**src/rtl/edl_pkg.sv**
```systemverilog
// -----------------------------------------------------------------------------
// edl_pkg
// Shared types and helpers for the error-detecting stage controller.
//   state_e        : controller states (EMPTY, CHECK, FULL, RECOVER)
//   MODE_CORRECT   : replay the shadow sample after a mismatch
//   MODE_DETECT    : only flag mismatches, forward the main capture
//   lane_mismatch(): per-lane compare of two words, result bit i is set when
//                    any bit of lane i differs
// The helper works on fixed maximum-size vectors, so it supports WIDTH up to
// MAX_WIDTH and LANES up to MAX_LANES.
// -----------------------------------------------------------------------------
package edl_pkg;

  typedef enum logic [1:0] {
    EMPTY   = 2'd0,
    CHECK   = 2'd1,
    FULL    = 2'd2,
    RECOVER = 2'd3
  } state_e;

  localparam int MODE_CORRECT = 0;
  localparam int MODE_DETECT  = 1;

  localparam int MAX_WIDTH    = 256;
  localparam int MAX_WIDTH_LG = 8;
  localparam int MAX_LANES    = 32;
  localparam int MAX_LANES_LG = 5;

  // Lane i covers bits [i*width/lanes +: width/lanes]. Bits at or above
  // 'width' are ignored so callers can zero-extend freely.
  function automatic logic [MAX_LANES-1:0] lane_mismatch(
    input logic [MAX_WIDTH-1:0] a,
    input logic [MAX_WIDTH-1:0] b,
    input int                   width,
    input int                   lanes
  );
    logic [MAX_LANES-1:0]    m;
    logic [MAX_LANES_LG-1:0] li;
    logic [MAX_WIDTH_LG-1:0] bx;
    int                      lane_w;
    m      = '0;
    lane_w = (lanes > 0) ? (width / lanes) : 1;
    if (lane_w == 0) lane_w = 1;
    for (int bi = 0; bi < MAX_WIDTH; bi++) begin
      bx = MAX_WIDTH_LG'(bi);
      li = MAX_LANES_LG'(bi / lane_w);
      if ((bi < width) && (a[bx] != b[bx])) m[li] = 1'b1;
    end
    return m;
  endfunction

endpackage

```
**src/rtl/edl_stage_ctrl_if.sv**
```systemverilog
// -----------------------------------------------------------------------------
// edl_stage_ctrl_if
// Data-path handshake bundle of one stage.
//   l_req / l_ack / l_data : upstream req/ack channel (main sample)
//   shadow_data            : late sample of l_data's net, valid the cycle
//                            after an upstream transfer
//   r_req / r_ack / r_data : downstream req/ack channel
// master = the environment (producer + consumer), slave = the stage.
// -----------------------------------------------------------------------------
interface edl_stage_ctrl_if #(
  parameter int WIDTH = 32
);
  logic             l_req;
  logic             l_ack;
  logic [WIDTH-1:0] l_data;
  logic [WIDTH-1:0] shadow_data;
  logic             r_req;
  logic             r_ack;
  logic [WIDTH-1:0] r_data;

  modport master (
    output l_req, l_data, shadow_data, r_ack,
    input  l_ack, r_req, r_data
  );

  modport slave (
    input  l_req, l_data, shadow_data, r_ack,
    output l_ack, r_req, r_data
  );
endinterface

```
**src/rtl/edl_lane_cmp.sv**
```systemverilog
// -----------------------------------------------------------------------------
// edl_lane_cmp
// Per-lane comparator between the captured word and its shadow sample.
//   main_i   : captured register contents
//   shadow_i : late sample of the same net
//   en_i     : detection enable; 0 forces the result to all-zero
//   mism_o   : one bit per lane, set when any bit in that lane differs
// -----------------------------------------------------------------------------
module edl_lane_cmp
  import edl_pkg::*;
#(
  parameter int WIDTH = 32,
  parameter int LANES = 4
) (
  input  logic [WIDTH-1:0] main_i,
  input  logic [WIDTH-1:0] shadow_i,
  input  logic             en_i,
  output logic [LANES-1:0] mism_o
);

  logic [MAX_WIDTH-1:0] main_ext;
  logic [MAX_WIDTH-1:0] shadow_ext;
  logic [MAX_LANES-1:0] mism_all;

  always_comb begin
    main_ext               = '0;
    shadow_ext             = '0;
    main_ext[WIDTH-1:0]    = main_i;
    shadow_ext[WIDTH-1:0]  = shadow_i;
    mism_all               = lane_mismatch(main_ext, shadow_ext, WIDTH, LANES);
    mism_o                 = en_i ? mism_all[LANES-1:0] : '0;
  end

endmodule

```
**src/rtl/edl_stage_ctrl.sv**
```systemverilog
// -----------------------------------------------------------------------------
// edl_stage_ctrl
// Synchronous error-detecting bundled-data stage controller. Holds one
// WIDTH-bit pipeline register, checks it against a shadow sample taken one
// cycle later and either replays the shadow (MODE_CORRECT) or only flags the
// mismatch (MODE_DETECT).
//   clk        : clock, rising edge
//   rst        : synchronous reset, active-low
//   bus        : handshake bundle (slave view): l_req/l_ack/l_data,
//                shadow_data, r_req/r_ack/r_data
//   err_en     : detection enable, only looked at in CHECK
//   err_clr    : clears err_count, wins over a same-cycle increment
//   sample     : main register loads this cycle
//   err_lane   : registered per-lane mismatch, one-cycle pulse
//   err_flag   : registered OR of err_lane
//   err_count  : saturating count of errored words
// -----------------------------------------------------------------------------
module edl_stage_ctrl
  import edl_pkg::*;
#(
  parameter int WIDTH           = 32,
  parameter int LANES           = 4,
  parameter int RECOVERY_CYCLES = 1,
  parameter int MODE            = MODE_CORRECT,
  parameter int ERR_CNT_W       = 16
) (
  input  logic                 clk,
  input  logic                 rst,
  edl_stage_ctrl_if.slave      bus,
  input  logic                 err_en,
  input  logic                 err_clr,
  output logic                 sample,
  output logic [LANES-1:0]     err_lane,
  output logic                 err_flag,
  output logic [ERR_CNT_W-1:0] err_count
);

  // The counter holds the remaining RECOVER cycles minus one; leaving on 0
  // gives exactly RECOVERY_CYCLES stall cycles.
  localparam logic [3:0]           RCNT_LOAD = 4'(RECOVERY_CYCLES - 1);
  localparam logic [ERR_CNT_W-1:0] CNT_MAX   = '1;

  state_e               state_q, state_d;
  logic [WIDTH-1:0]     data_q, data_d;
  logic [3:0]           rcnt_q, rcnt_d;
  logic                 r_req_q, r_req_d;
  logic [LANES-1:0]     err_lane_q, err_lane_d;
  logic                 err_flag_q, err_flag_d;
  logic [ERR_CNT_W-1:0] err_count_q, err_count_d;
  logic [LANES-1:0]     mism;
  logic                 l_ack_c;
  logic                 load;

  edl_lane_cmp #(
    .WIDTH (WIDTH),
    .LANES (LANES)
  ) u_cmp (
    .main_i   (data_q),
    .shadow_i (bus.shadow_data),
    .en_i     (err_en),
    .mism_o   (mism)
  );

  always_comb begin
    // l_ack is gated by rst so nothing is accepted while reset is held.
    l_ack_c     = rst & ((state_q == EMPTY) | ((state_q == FULL) & bus.r_ack));
    load        = bus.l_req & l_ack_c;
    state_d     = state_q;
    data_d      = data_q;
    rcnt_d      = rcnt_q;
    err_lane_d  = '0;
    err_flag_d  = 1'b0;
    err_count_d = err_count_q;

    case (state_q)
      EMPTY: begin
        if (load) begin
          data_d  = bus.l_data;
          state_d = CHECK;
        end
      end
      CHECK: begin
        err_lane_d = mism;
        err_flag_d = |mism;
        if ((|mism) && (MODE == MODE_CORRECT)) begin
          data_d  = bus.shadow_data;
          rcnt_d  = RCNT_LOAD;
          state_d = RECOVER;
        end else begin
          state_d = FULL;
        end
      end
      RECOVER: begin
        if (rcnt_q == 4'd0) state_d = FULL;
        else                rcnt_d  = rcnt_q - 4'd1;
      end
      FULL: begin
        if (bus.r_ack) begin
          if (load) begin
            data_d  = bus.l_data;
            state_d = CHECK;
          end else begin
            state_d = EMPTY;
          end
        end
      end
      default: state_d = EMPTY;
    endcase

    if (err_clr) begin
      err_count_d = '0;
    end else if ((state_q == CHECK) && (|mism) && (err_count_q != CNT_MAX)) begin
      err_count_d = err_count_q + ERR_CNT_W'(1);
    end

    // r_req comes straight from a flop so it cannot glitch.
    r_req_d = (state_d == FULL);
  end

  always_ff @(posedge clk) begin
    if (!rst) begin
      state_q     <= EMPTY;
      data_q      <= '0;
      rcnt_q      <= '0;
      r_req_q     <= 1'b0;
      err_lane_q  <= '0;
      err_flag_q  <= 1'b0;
      err_count_q <= '0;
    end else begin
      state_q     <= state_d;
      data_q      <= data_d;
      rcnt_q      <= rcnt_d;
      r_req_q     <= r_req_d;
      err_lane_q  <= err_lane_d;
      err_flag_q  <= err_flag_d;
      err_count_q <= err_count_d;
    end
  end

  assign bus.l_ack  = l_ack_c;
  assign bus.r_req  = r_req_q;
  assign bus.r_data = data_q;
  assign sample     = load;
  assign err_lane   = err_lane_q;
  assign err_flag   = err_flag_q;
  assign err_count  = err_count_q;

endmodule

```
**src/flat_wrapper.sv**
```systemverilog
// flat-port wrapper written by rule: the top's interface ports become plain ports
module edl_stage_ctrl_flat import edl_pkg::*;
#(
  parameter int WIDTH           = 32,
  parameter int LANES           = 4,
  parameter int RECOVERY_CYCLES = 1,
  parameter int MODE            = MODE_CORRECT,
  parameter int ERR_CNT_W       = 16
)
  (clk, rst, err_en, err_clr, sample, err_lane, err_flag, err_count, bus_l_req, bus_l_data, bus_shadow_data, bus_r_ack, bus_l_ack, bus_r_req, bus_r_data);
  edl_stage_ctrl_if #(.WIDTH(WIDTH)) bus_i ();
  input  logic clk;
  input  logic rst;
  input  logic err_en;
  input  logic err_clr;
  output logic sample;
  output logic [LANES-1:0] err_lane;
  output logic err_flag;
  output logic [ERR_CNT_W-1:0] err_count;
  input wire logic [$bits(bus_i.l_req)-1:0] bus_l_req;
  input wire logic [$bits(bus_i.l_data)-1:0] bus_l_data;
  input wire logic [$bits(bus_i.shadow_data)-1:0] bus_shadow_data;
  input wire logic [$bits(bus_i.r_ack)-1:0] bus_r_ack;
  output wire logic [$bits(bus_i.l_ack)-1:0] bus_l_ack;
  output wire logic [$bits(bus_i.r_req)-1:0] bus_r_req;
  output wire logic [$bits(bus_i.r_data)-1:0] bus_r_data;
  assign bus_i.l_req = bus_l_req;
  assign bus_i.l_data = bus_l_data;
  assign bus_i.shadow_data = bus_shadow_data;
  assign bus_i.r_ack = bus_r_ack;
  assign bus_l_ack = bus_i.l_ack;
  assign bus_r_req = bus_i.r_req;
  assign bus_r_data = bus_i.r_data;
  edl_stage_ctrl #(.WIDTH(WIDTH), .LANES(LANES), .RECOVERY_CYCLES(RECOVERY_CYCLES), .MODE(MODE), .ERR_CNT_W(ERR_CNT_W)) u_core (.clk(clk), .rst(rst), .bus(bus_i), .err_en(err_en), .err_clr(err_clr), .sample(sample), .err_lane(err_lane), .err_flag(err_flag), .err_count(err_count));
endmodule
```
**config.mk**
```make
export PLATFORM = sky130hd
export DESIGN_NAME = edl_stage_ctrl_flat
export DESIGN_NICKNAME = d
export VERILOG_FILES = /design/src/rtl/edl_pkg.sv /design/src/rtl/edl_stage_ctrl_if.sv /design/src/rtl/edl_lane_cmp.sv /design/src/rtl/edl_stage_ctrl.sv /design/src/flat_wrapper.sv
export SDC_FILE = /design/constraint.sdc
export NUM_CORES = 1
export LEC_CHECK = 0
export CAP_MARGIN = 20
export CORE_MARGIN = 2
export CORE_UTILIZATION = 44
export CTS_CLUSTER_SIZE = 14
export DETAILED_ROUTE_END_ITERATION = 8
export PLACE_DENSITY = 0.8
export SYNTH_ARGS = -nofsm -noshare
export SYNTH_HDL_FRONTEND = slang
export SYNTH_HIERARCHICAL = 1
export SYNTH_SLANG_ARGS = --single-unit
```
**constraint.sdc**
```tcl
create_clock -name clk -period 2.4 [get_ports clk]
set_input_delay 0.36 -clock clk [delete_from_list [all_inputs] [get_ports clk]]
set_output_delay 0.36 -clock clk [all_outputs]
set_load 0.01 [all_outputs]
```
## Word-level counts from Yosys, hierarchy flattened

Index checks and enable logic that the tools add are counted.

- Bits in registers: 60
- Memories: 0
- Output and inout port bits: 56
- Bits in writable memories: 0
- Latch bits: 0
- Memory bits (read-only): 0

- Mux-type cells: 46
- $add $sub $neg: 2
- Div/mod/pow operators: 0
- Equal/unequal tests: 40
- Multiply operators: 0
- Shifts and indexed selects: 0
- Bitwise gates (word level): 5
- Reductions and logical operators: 11
- $lt $le $gt $ge: 0

Operators by type and width:

| cell | number |
|---|---|
| $mux 32 | 3 |
| $pmux 32 s3 | 1 |
| $mux 1 | 34 |
| $ne 1x1->1 | 32 |
| $add 16x1->16 const B | 1 |
| $ne 16x16->1 const B | 1 |
| $mux 4 | 3 |
| $pmux 2 s4 | 1 |
| $pmux 4 s2 | 1 |
| $eq 2x2->1 const B | 3 |
| $mux 2 | 3 |
| $reduce_and 3->1 | 2 |
| $logic_not 4->1 | 1 |
| $ne 2x2->1 const B | 2 |
| $reduce_or 4->1 | 1 |
| $sub 4x1->4 const B | 1 |
| $and 1x1->1 | 3 |
| $reduce_bool 3->1 | 1 |
| $eq 2x1->1 const B | 1 |
| $logic_and 1x1->1 | 2 |
| $logic_not 2->1 | 1 |
| $ne 2x1->1 const B | 1 |
| $reduce_and 2->1 | 1 |
| $reduce_bool 2->1 | 1 |
| 3 further kinds | 3 |

## Depth between registers and ports, before layout

Gate-level depths: netlist of run 1.

- Word-level depth: 14
- Mapped depth: 9
- Mapped depth without buffers: 7

## Modules after synthesis

Netlist of run 1, hierarchy kept.

Modules (own cells, without submodules):

| module | cells an instance | sequential area each (um^2) | instances | area an instance (um^2) |
|---|---|---|---|---|
| edl_stage_ctrl | 294 | 1,201.2 | 1 | 2,891.5 |
| edl_lane_cmp | 44 | 0.0 | 1 | 360.3 |

## Worst setup path after synthesis of run 1

Ideal clock, no wire load.

- Path kind: in2reg
- Start: in bus_shadow_data[12]
- End: reg u_core.data_q[0] (netlist: u_core/bus.r_data[0])
- Data arrival time: 1.994 ns
- Path buffers: 1
- Stages: 8
- Setup slack: 0.289 ns
- Path through: xor2_1 -> nor4_1 -> a21boi_1 -> or4_4 -> nand2_2 -> nand2b_1 -> buf_4 -> o211a_1

- Cells in the longest elaborated chain, start to end: 9

RTL lines:

| item | RTL line | RTL |
|---|---|---|
| from (decl) | flat_wrapper.sv:22 | `input wire logic [$bits(bus_i.shadow_data)-1:0] bus_shadow_data;` |
| $ne 1x1->1 | edl_pkg.sv:47 | `if ((bi < width) && (a[bx] != b[bx])) m[li] = 1'b1;` |
| $mux 1 (4 in series) | edl_pkg.sv:47 |  |
| $mux 4 | edl_lane_cmp.sv:31 | `mism_o = en_i ? mism_all[LANES-1:0] : '0;` |
| net u_core.mism[1] | edl_stage_ctrl.sv:50 | `logic [LANES-1:0] mism;` |
| $reduce_or 4->1 | edl_stage_ctrl.sv:85 | `if ((\|mism) && (MODE == MODE_CORRECT)) begin` |
| $ne 2x1->1 (no source line) | - |  |
| $reduce_and 3->1 (no source line) | - |  |
| to (signal assigned) | edl_stage_ctrl.sv:131 | `data_q <= data_d;` |
| to (decl) | edl_stage_ctrl.sv:44 | `logic [WIDTH-1:0] data_q, data_d;` |

The timed path passes the listed nets, and every way through them passes these cells.
A chain may end at the register's enable or synchronous reset.

## Final worst setup path of run 1

- Start: in bus_shadow_data[15]
- End: reg u_core.data_q[22] (netlist: u_core/bus.r_data[22])

- Cells in the longest elaborated chain, start to end: 6

RTL lines:

| item | RTL line |
|---|---|
| $ne 1x1->1 | edl_pkg.sv:47 |
| $mux 1 | edl_pkg.sv:47 |
| $mux 4 | edl_lane_cmp.sv:31 |
| net u_core.mism[1] | edl_stage_ctrl.sv:50 |
| $reduce_or 4->1 | edl_stage_ctrl.sv:85 |
| $ne 2x1->1 (no source line) | - |
| $reduce_and 3->1 (no source line) | - |

The timed path passes the listed nets, and every way through them passes these cells.

==> results of run 1 <==
-- layout make-up --
| cell class | instances | area [µm²] | area share (%) |
|---|---|---|---|
| Inverter | 6 | 22.52 | 0.4464 |
| Sequential cell | 60 | 1201 | 23.81 |
| Multi-Input combinational cell | 251 | 2009 | 39.83 |
| Tap cell | 99 | 123.9 | 2.455 |
| Clock buffer | 13 | 158.9 | 3.150 |
| Clock inverter | 2 | 10.01 | 0.1984 |
| Timing Repair Buffer | 147 | 1519 | 30.11 |
-- critical path: stages --
cell and delay, ns:
clkdlybuf4s50_1 0.45, xor2_1 0.19, nor4_2 0.36, a21boi_2 0.11
buf_4 0.16, nor4_4 0.25, buf_4 0.16, nor2_2 0.05
buf_12 0.16, o21ai_0 0.23, o211a_1 0.20
-- how the worst min path moves through the flow --
stage                     slack [ns]                    to  cells after the start                  from
after global routing            0.49  u_core/bus.r_data[5]                      4    bus_shadow_data[5]
final                           0.45  u_core/bus.r_data[2]                      4    bus_shadow_data[2]
after detailed placement        0.49  u_core/err_count[14]                      2  u_core/err_count[14]
after CTS                       0.50  u_core/err_count[14]                      2  u_core/err_count[14]
after floorplan                 0.50  u_core/err_count[14]                      2  u_core/err_count[14]
after global placement          0.48  u_core/err_count[14]                      2  u_core/err_count[14]
-- synth_stat cells, types with 2 or more instances --
master     n
nor2_1     9
or4_1      8
nand3_1    6
and3_1     7
inv_1      5
buf_6      3
clkbuf_1  10
and2_1     2
o22ai_1    2
o41ai_1    3
ha_1       2
mux2i_1   33
a21oi_1   13
o211a_1   32
a21boi_1   4
nand2_1    6
buf_4      6
o31ai_1    6
xor2_1    33
nor3_1     5
or3_1      3
and4_1     2
o21ai_0   34
buf_2      2
nand4_1    6
nand2b_1   5
nor4_1    11
dfxtp_1   60
-- cells by family (layout without fill, tap and decap cells) --
group           Yosys count  count (layout)  synth area share [%]
simple gates             77              77                 14.47
flops                    60              60                 36.94
mux                      34              34                 10.50
buf+inv                  27             168                 4.579
xor+xnor                 34              34                 9.158
fa+ha+maj                 2               2                0.7694
compound gates          104             104                 23.59
-- sequential cells by signal, summed over array words and instances, names as in the netlist --
signal and cells:
u_core/bus.r_data 32, u_core/err_count 16, u_core/err_lane 4, u_core/rcnt_q 4, u_core/state_q 2, u_core/bus.r_req 1, u_core/err_flag 1
-- metal layers --
| metal | track usage [%] | part of all wire, % | vias up |
|---|---|---|---|
| li1 | - | - | 1561 |
| met1 | 27.76 | 40 | 1554 |
| met2 | 36.93 | 50 | 149 |
| met3 | 5.532 | 7.6 | 18 |
| met4 | 9.615 | 1.7 | 0 |
| met5 | 0 | 0 | - |
-- metrics by stage --
step                util (%)  hold WS (ns)  TNS [ns]  setup WS, ns
floorplan                  -        0.5022         0        0.2895
detailed placement     64.83        0.4876    -18.72       -0.4150
CTS                    67.71        0.5045         0      0.007570
global route           69.93        0.4866   -0.7142       -0.1622
global placement       64.83        0.4762    -17.77       -0.3794
finish                 69.93        0.4529  -0.01291      -0.01291
-- what timing repair did --
| item | CTS | global route |
|---|---|---|
| gates cloned | 0 | 2 |
| pin swaps | 2 | 12 |
| endpoints found under the setup margin | 36 | 52 |
| gates resized for setup | 5 | 44 |
| buffers inserted | 1 | 1 |
-- where the power goes --
group | switching (mW) | internal, mW | total, mW
clock network | 0.390 | 0.423 | 0.813
logic | 0.407 | 0.516 | 0.924
registers | 0.0951 | 1.09 | 1.18
==> impl_metrics.env, run 1 <==
export IMPL_crit_path_end="u_core/bus.r_data[22]"
export IMPL_post_dp_cell_area_um2=4677
export IMPL_dp_cells=559
export IMPL_synth_top_cell_area_share_pct=36.94
export IMPL_reg2reg_to="u_core/bus.r_data[22]"
export IMPL_via_per_inst=5.678
export IMPL_netlist_cell_type_count=48
export IMPL_dr_pass1_iters=4
export IMPL_setup_viol=1
export IMPL_nets=547
export IMPL_final_cell_mix="clkdlybuf4s50_1 (113), dfxtp_1 (60), mux2i_1 (33), xor2_1 (33), o211a_1 (32)"
export IMPL_place_gp_congestion=0.9235
export IMPL_core_um2=7214
export IMPL_drc=0
export IMPL_startpoint="bus_shadow_data[15]"
export IMPL_cp_arrival_ns=2.70
export IMPL_grt_start_max_net_pins=41
export IMPL_startpoint_type="input pin"
export IMPL_synth_async_reset_ratio_pct=0
export IMPL_drive_above_1_share_pct=12.32
export IMPL_worst_pin_slew_ns=0.6992
export IMPL_cts_buffers=9
export IMPL_final_area_um2=5045
export IMPL_path_max_fanout=32
export IMPL_ys_top_cells_by_area="dfxtp_1 (37%), mux2i_1 (10%), o211a_1 (9.8%)"
export IMPL_ys_ff_latch=60
export IMPL_required_ns=2.68
export IMPL_cts_tree="done"
export IMPL_final_common_cell="clkdlybuf4s50_1"
export IMPL_syn_inst=338
export IMPL_clkTransAtPathRegs_ns=0.07
export IMPL_final_max_slew_viol_count=0
export IMPL_port_buffers=125
export IMPL_hpwl_um=6683
export IMPL_start_util_pct=45.07
export IMPL_dieArea_um2=8095
export IMPL_setup_ws_ns=-0.01291
export IMPL_clock_latency_ns=0.34
export IMPL_num_fill_cells=562
export IMPL_outcome="finished, violations left"
export IMPL_grtUsageTotal_pct=22.33
export IMPL_grt_pass1_wl_um=14920
export IMPL_antenna_found_initial=0
export IMPL_h_tree_depth=3
export IMPL_root_buffer="clkbuf_8"
export IMPL_crit_path_end_kind="register"
export IMPL_synth_seq_area_share_pct=36.94
export IMPL_synth_top_area_cell="dfxtp_1"
export IMPL_synth_ff_type="dfxtp_1"
export IMPL_drt_iter0_markers=128
export IMPL_power_leakage_nw=2.221
export IMPL_hold_viol_final=0
export IMPL_drt_antenna_violating_nets=0
export IMPL_ff2ff_path_depth=8
export IMPL_antennaDiodeCount=0
export IMPL_hold_path_class="input pin to register"
export IMPL_cts_sink_count=60
export IMPL_fin_skew_ns=0.008582
export IMPL_layout_worst_path_cycle_share_pct=100.5
export IMPL_syn2layout_area_growth_pct=55.14
export IMPL_critPathKind="input pin to register"
export IMPL_failed_checks="setup timing"
export IMPL_maxSlewHeadroom_pct=53.04
export IMPL_fmax_mhz=414.4
export IMPL_powerDensity_nw_per_um2=579.0
export IMPL_routed_wl_um=9759
export IMPL_syn_cell_area_um2=3252
export IMPL_regToRegStartpoint="u_core/bus.r_data[21]"
export IMPL_drv_cap=0
export IMPL_finalCriticalPeriod_ns=2.413
export IMPL_rrSetupSlack_ns=0.04
export IMPL_synthesis_nets=410
export IMPL_synth_edf_count=0
export IMPL_die_height_um=89.97
export IMPL_grt_pass1_vias=3130
export IMPL_finalPower_mw=2.921
export IMPL_ys_warnings_count=6
export IMPL_ctsHoldBuffers=0
export IMPL_syn_area_per_cell_um2=9.621
export IMPL_row_count=31
export IMPL_ir_drop_mv=0.3227
export IMPL_vias=3282
export IMPL_pin_count=126
export IMPL_cts_buffer_depth=2
export IMPL_instances_no_fill=578
export IMPL_grt_overflow=0
export IMPL_wl_per_cell_um=16.88
export IMPL_chipWidth_um=89.97
(Power assumes the default switching activity.)
==> inputs of run 2 (changes only) <==
Settings changed: GPL_TIMING_DRIVEN set to 0.
==> run 2 against run 1 <==
Compared with the run above: the flow now finishes without violations; cell count up 2.2%; total power down 1.8%; die area unchanged; maximum frequency up 2.3%; flip-flop and latch count unchanged; clock skew down 0.0036 ns; clock power down 6.8%; routed wire length down 0.30%; via count up 3.1%; global-route usage up 0.44 points; sequential share of layout area down 0.15 points; largest power group unchanged; core utilization up 0.43 points; highest routed layer unchanged.
==> impl_metrics.env, run 2 (synthesized netlist as in run 1, its figures left out) <==
export IMPL_outcome="finished, final reports clean"
export IMPL_final_util_pct=70.36
export IMPL_syn2layout_area_growth_pct=56.10
export IMPL_root_buffer="clkbuf_8"
export IMPL_ir_drop_mv=0.2903
export IMPL_cts_sink_count=60
export IMPL_nets=561
export IMPL_ctsHoldBuffers=0
export IMPL_power_leakage_nw=2.205
export IMPL_place_gp_congestion=0.9080
export IMPL_final_common_cell="clkdlybuf4s50_1"
export IMPL_cts_tree="done"
export IMPL_whs_ns=0.4543
export IMPL_cts_buffer_depth=2
export IMPL_setup_ws_ns=0.04134
export IMPL_h_tree_depth=3
export IMPL_final_area_um2=5076
export IMPL_grt_overflow=0
export IMPL_max_stage_delay_ns=0.54
export IMPL_final_max_slew_viol_count=0
export IMPL_grtUsageTotal_pct=22.78
export IMPL_drv_cap=0
export IMPL_cp_arrival_ns=2.58
export IMPL_cp_cell_sequence="clkdlybuf4s50_1, xor2_1, nor4_2, a21boi_2, or4_4, nand2_8, nand2b_4, buf_8, o211a_1"
export IMPL_cp_slowest_cell="or4_4"
export IMPL_fin_skew_ns=0.004998
export IMPL_clock_latency_ns=0.33
export IMPL_pin_count=126
export IMPL_powerDensity_nw_per_um2=565.3
export IMPL_final_cell_mix="clkdlybuf4s50_1 (117), dfxtp_1 (60), mux2i_1 (33), xor2_1 (33), o211a_1 (32)"
export IMPL_setup_viol=0
export IMPL_clkTransAtPathRegs_ns=0.06
export IMPL_finalPower_mw=2.869
export IMPL_dr_pass1_iters=5
export IMPL_hold_path_class="input pin to register"
export IMPL_startpoint_type="input pin"
export IMPL_pre_cts_ws_ns=-0.6973
export IMPL_grt_pass1_wl_um=15160
export IMPL_antenna_found_initial=0
export IMPL_via_per_inst=5.724
export IMPL_finalCriticalPeriod_ns=2.359
export IMPL_drt_iter0_markers=199
export IMPL_critPathKind="input pin to register"
export IMPL_antennaDiodeCount=0
export IMPL_cts_buffers=9
export IMPL_dieArea_um2=8095
export IMPL_crit_path_end_kind="register"
export IMPL_dp_cells=562
export IMPL_layout_worst_path_cycle_share_pct=98.28
export IMPL_grt_pass1_vias=3225
export IMPL_drt_antenna_violating_nets=0
export IMPL_core_um2=7214
export IMPL_maxSlewHeadroom_pct=65.96
export IMPL_drive_above_1_share_pct=13.21
export IMPL_port_buffers=125
export IMPL_drc=0
export IMPL_grt_start_max_net_pins=20
export IMPL_fmax_mhz=424.0
export IMPL_row_count=31
export IMPL_path_max_fanout=10
export IMPL_die_height_um=89.97
export IMPL_routed_wl_um=9730
export IMPL_worst_pin_slew_ns=0.5106
export IMPL_instances_no_fill=591
export IMPL_hpwl_um=7092
export IMPL_post_dp_cell_area_um2=4627
export IMPL_start_util_pct=45.07
export IMPL_largest_reg_flops=32
export IMPL_wl_per_cell_um=16.46
export IMPL_setup_tns_ns=0
export IMPL_hold_viol_final=0
export IMPL_chipWidth_um=89.97
export IMPL_required_ns=2.62
export IMPL_vias=3383
-- run 2: cell types whose count changed in the layout (fill, tap and decap cells not counted), sizes merged --
| cell | change |
|---|---|
| buf | +8 |
| dlymetal6s2s | -5 |
| clkbuf | +4 |
| clkdlybuf4s50 | +4 |
| clkinv | +1 |
| dlygate4sd2 | +1 |
-- run 2: layout make-up --
type	count	area [µm²]
plain buffers	20	151.4
clock buffers	11	141.4
clock inverters	3	15.01
fillers	560	2138
inverters	6	22.52
multi-input cells	251	2016
flip-flops and latches	60	1201
well taps	99	123.9
repair buffers	141	1405
-- run 2: critical path: cells and delay by family --
kind | cells | cell delay (ns)
simple gates | 4 | 1.12
buf+inv | 2 | 0.59
compound gates | 2 | 0.32
xor+xnor | 1 | 0.18
-- run 2: path summary, 6_finish.rpt --
kind	start	endpoint	cells after the start	slack [ns]
max reg2reg	u_core/bus.r_data[12]	u_core/bus.r_data[10]	8	0.16
min	bus_shadow_data[21]	u_core/bus.r_data[21]	4	0.45
max	bus_shadow_data[28]	u_core/bus.r_data[10]	9	0.04
min reg2reg	u_core/err_count[14]	u_core/err_count[14]	2	0.51
-- run 2: where the power goes --
group | leakage, nW | switching, mW | internal (mW) | total [mW]
Sequential | 0.492 | 0.0915 | 1.09 | 1.18
Combinational | 1.63 | 0.409 | 0.521 | 0.930
Clock | 0.0848 | 0.372 | 0.386 | 0.758
-- run 2: repair_timing --
action                                  4_1_cts  5_1_grt
pin swaps                                     9       13
resized for setup                            12       42
gates cloned                                  0        1
setup buffers                                 4       11
endpoints found under the setup margin       45       49
-- run 2: per-layer routing --
metal	track usage, %	wire [µm]	vias to the layer above
met2	38.51	4778	157
met1	26.98	3995	1618
met5	0	0	-
li1	-	-	1589
met3	7.628	790	19
met4	8.333	165	0
==> inputs of run 3 (changes only) <==
Settings changed: SYNTH_HIERARCHICAL 1 to unset.
==> run 3 against run 2 <==
Compared with the run above: sequential power is 6% lower; largest power group is now the clock network; worst setup slack better by 0.058 ns; cell count is 6.3% higher; non-clock buffer count is 8 lower.
==> impl_metrics.env, run 3 <==
export IMPL_powerDensity_nw_per_um2=572.8
export IMPL_setup_ws_ns=0.09906
export IMPL_grt_start_max_net_pins=11
export IMPL_power_leakage_nw=2.172
export IMPL_max_stage_delay_ns=0.44
export IMPL_die_height_um=90.07
export IMPL_cp_slowest_cell="clkdlybuf4s50_1"
export IMPL_root_buffer="clkbuf_8"
export IMPL_yosysMostFrequentCell="nor2_1"
export IMPL_startpoint_type="input pin"
export IMPL_ys_top_cells_by_area="dfxtp_1 (37%), o211a_1 (9.8%), xor2_1 (8.9%)"
export IMPL_ys_ff_latch=60
export IMPL_worst_pin_slew_ns=0.5158
export IMPL_synth_seq_area_share_pct=36.85
export IMPL_cts_tree="done"
export IMPL_final_common_cell="clkdlybuf4s50_1"
export IMPL_crit_family="buffers and inverters"
export IMPL_crit_path_end="u_core.bus.r_data[6]"
export IMPL_fin_skew_ns=0.007347
export IMPL_hpwl_um=7492
export IMPL_ys_warnings_count=0
export IMPL_wl_per_cell_um=16.52
export IMPL_pre_cts_ws_ns=-0.5482
export IMPL_syn_cell_area_um2=3259
export IMPL_grt_overflow=0
export IMPL_syn_area_per_cell_um2=8.379
export IMPL_synthesis_nets=462
export IMPL_ctsHoldBuffers=0
export IMPL_setup_tns_ns=0
export IMPL_synthTopCellsByCount="nor2_1 (75), dfxtp_1 (60), xor2_1 (33)"
export IMPL_required_ns=2.68
export IMPL_routed_wl_um=10370
export IMPL_antennaDiodeCount=0
export IMPL_rrSetupSlack_ns=0.20
export IMPL_setup_viol=0
export IMPL_core_um2=7214
export IMPL_vias=3572
export IMPL_h_tree_depth=3
export IMPL_synth_top_area_cell="dfxtp_1"
export IMPL_path_depth=9
export IMPL_critPathKind="input pin to register"
export IMPL_min_delay_start="u_core.rcnt_q[3]"
export IMPL_synth_async_reset_ratio_pct=0
export IMPL_drt_iter0_markers=216
export IMPL_path_buf_inv=3
export IMPL_final_cell_mix="clkdlybuf4s50_1 (123), nor2_1 (75), dfxtp_1 (60)"
export IMPL_start_util_pct=45.18
export IMPL_ir_drop_mv=0.4406
export IMPL_layout_worst_path_cycle_share_pct=95.87
export IMPL_nets=597
export IMPL_drive_above_1_share_pct=8.885
export IMPL_cp_cell_sequence="clkdlybuf4s50_1, xor2_1, nor4_2, and4_2, a21oi_2, buf_2, buf_2, o22ai_1, o211a_1"
export IMPL_grtUsageTotal_pct=25.32
export IMPL_cts_buffers=9
export IMPL_synth_top_cell_area_share_pct=36.85
export IMPL_dieArea_um2=8112
export IMPL_grt_pass1_wl_um=16870
export IMPL_largest_reg_flops=32
export IMPL_hold_viol_final=0
export IMPL_cp_arrival_ns=2.59
export IMPL_clkTransAtPathRegs_ns=0.07
export IMPL_finalCriticalPeriod_ns=2.301
export IMPL_place_gp_congestion=0.9149
export IMPL_hold_path_class="register to register"
export IMPL_crit_path_frequent_cell="buf_2"
export IMPL_via_per_inst=5.688
export IMPL_reg2reg_to="u_core.err_count[9]"
export IMPL_cts_sink_count=60
export IMPL_post_dp_cell_area_um2=4624
export IMPL_row_count=31
export IMPL_regToRegStartpoint="u_core.err_count[0]"
export IMPL_port_buffers=124
export IMPL_drv_cap=0
export IMPL_final_max_slew_viol_count=0
export IMPL_grt_pass1_vias=3520
export IMPL_fmax_mhz=434.6
export IMPL_startpoint="bus_shadow_data[23]"
export IMPL_cts_buffer_depth=2
export IMPL_ff2ff_path_depth=7
export IMPL_maxSlewHeadroom_pct=65.61
export IMPL_crit_path_end_kind="register"
export IMPL_drt_antenna_violating_nets=0
export IMPL_outcome="finished, final reports clean"
export IMPL_dr_pass1_iters=5
export IMPL_antenna_found_initial=0
export IMPL_synth_edf_count=0
export IMPL_drc=0
export IMPL_clock_latency_ns=0.34
export IMPL_path_max_fanout=10
export IMPL_pin_count=126
export IMPL_num_fill_cells=616
export IMPL_chipWidth_um=90.07
export IMPL_syn2layout_area_growth_pct=51.67
export IMPL_synth_ff_type="dfxtp_1"
export IMPL_netlist_cell_type_count=42
export IMPL_syn_inst=389
export IMPL_final_area_um2=4943
-- run 3: cell count changes in the layout (fill, tap and decap cells not counted), moves of 6 or more --
cell / before / now
and3_1: 7 / 1
buf_4: 19 / 2
clkbuf_1: 8 / 16
clkdlybuf4s50_1: 117 / 123
dlymetal6s2s_1: 7 / 1
mux2i_1: 33 / 3
nand2_1: 6 / 16
nor2_1: 8 / 75
o21ai_0: 27 / 8
o21ai_1: 8 / 0
o22ai_1: 1 / 32
-- run 3: final cells by class --
class	count	area [µm²]	area share (%)
plain buffers	28	157.7	3.189
clock buffers	12	155.1	3.138
clock inverters	4	95.09	1.924
inverters	3	11.26	0.2278
multi-input cells	297	1948	39.41
flip-flops and latches	60	1201	24.30
well taps	99	123.9	2.506
repair buffers	125	1251	25.31
-- run 3: cells by family after synthesis --
family / share of synthesized area [%]
AND/OR/NAND/NOR: 23.19
XOR/XNOR: 9.136
adder cells (fa/ha/maj): 1.152
buffers and inverters: 4.990
AO/OA/AOI/OAI: 23.76
flip-flops: 36.85
multiplexers: 0.9213
-- run 3: routing by layer --
metal / global-route usage [%] / vias to the layer above / share of wire, %
li1: - / 1691 / -
met1: 29.74 / 1693 / 41
met2: 41.92 / 160 / 47
met3: 7.879 / 28 / 9.2
met4: 12.31 / 0 / 3.0
met5: 0 / - / 0
-- run 3: per-stage QoR --
stage	total power, mW	util [%]	hold slack [ns]	std cells
6_report	2.832	68.52	0.4956	628
3_5_place_dp	1.677	64.10	0.4920	612
5_1_grt	2.936	68.52	0.5326	628
2_1_floorplan	1.373	-	0.4554	389
4_1_cts	2.828	68.00	0.4868	628
3_3_place_gp	1.668	64.10	0.4666	612
-- run 3: power breakdown --
| part | total [mW] | internal [mW] | leakage (nW) | switching (mW) |
|---|---|---|---|---|
| logic | 0.574 | 0.320 | 1.56 | 0.254 |
| registers | 1.11 | 1.05 | 0.490 | 0.0556 |
| clock network | 1.15 | 0.746 | 0.127 | 0.405 |
| total | 2.83 | 2.12 | 2.17 | 0.714 |
-- run 3: worst min-delay path, cell delays in order (launching register included) --
cell     delay, ns
dfxtp_1       0.32
nand3_1       0.06
o21ai_0       0.07
-- run 3: how the worst min path moves through the flow --
| stage | to | slack, ns | depth (start not counted) |
|---|---|---|---|
| global route | u_core.rcnt_q[3] | 0.53 | 2 |
| floorplan | u_core.rcnt_q[0] | 0.46 | 2 |
| global placement | u_core.rcnt_q[3] | 0.47 | 2 |
| CTS | u_core.rcnt_q[2] | 0.49 | 3 |
| detailed placement | u_core.rcnt_q[3] | 0.49 | 2 |
| finish | u_core.rcnt_q[3] | 0.50 | 2 |
-- run 3: what timing repair did --
item | 4_1_cts | 5_1_grt
setup endpoints to repair | 8 | 39
pin swaps | 1 | 1
resized for setup | 7 | 7
buffers inserted | 1 | 0
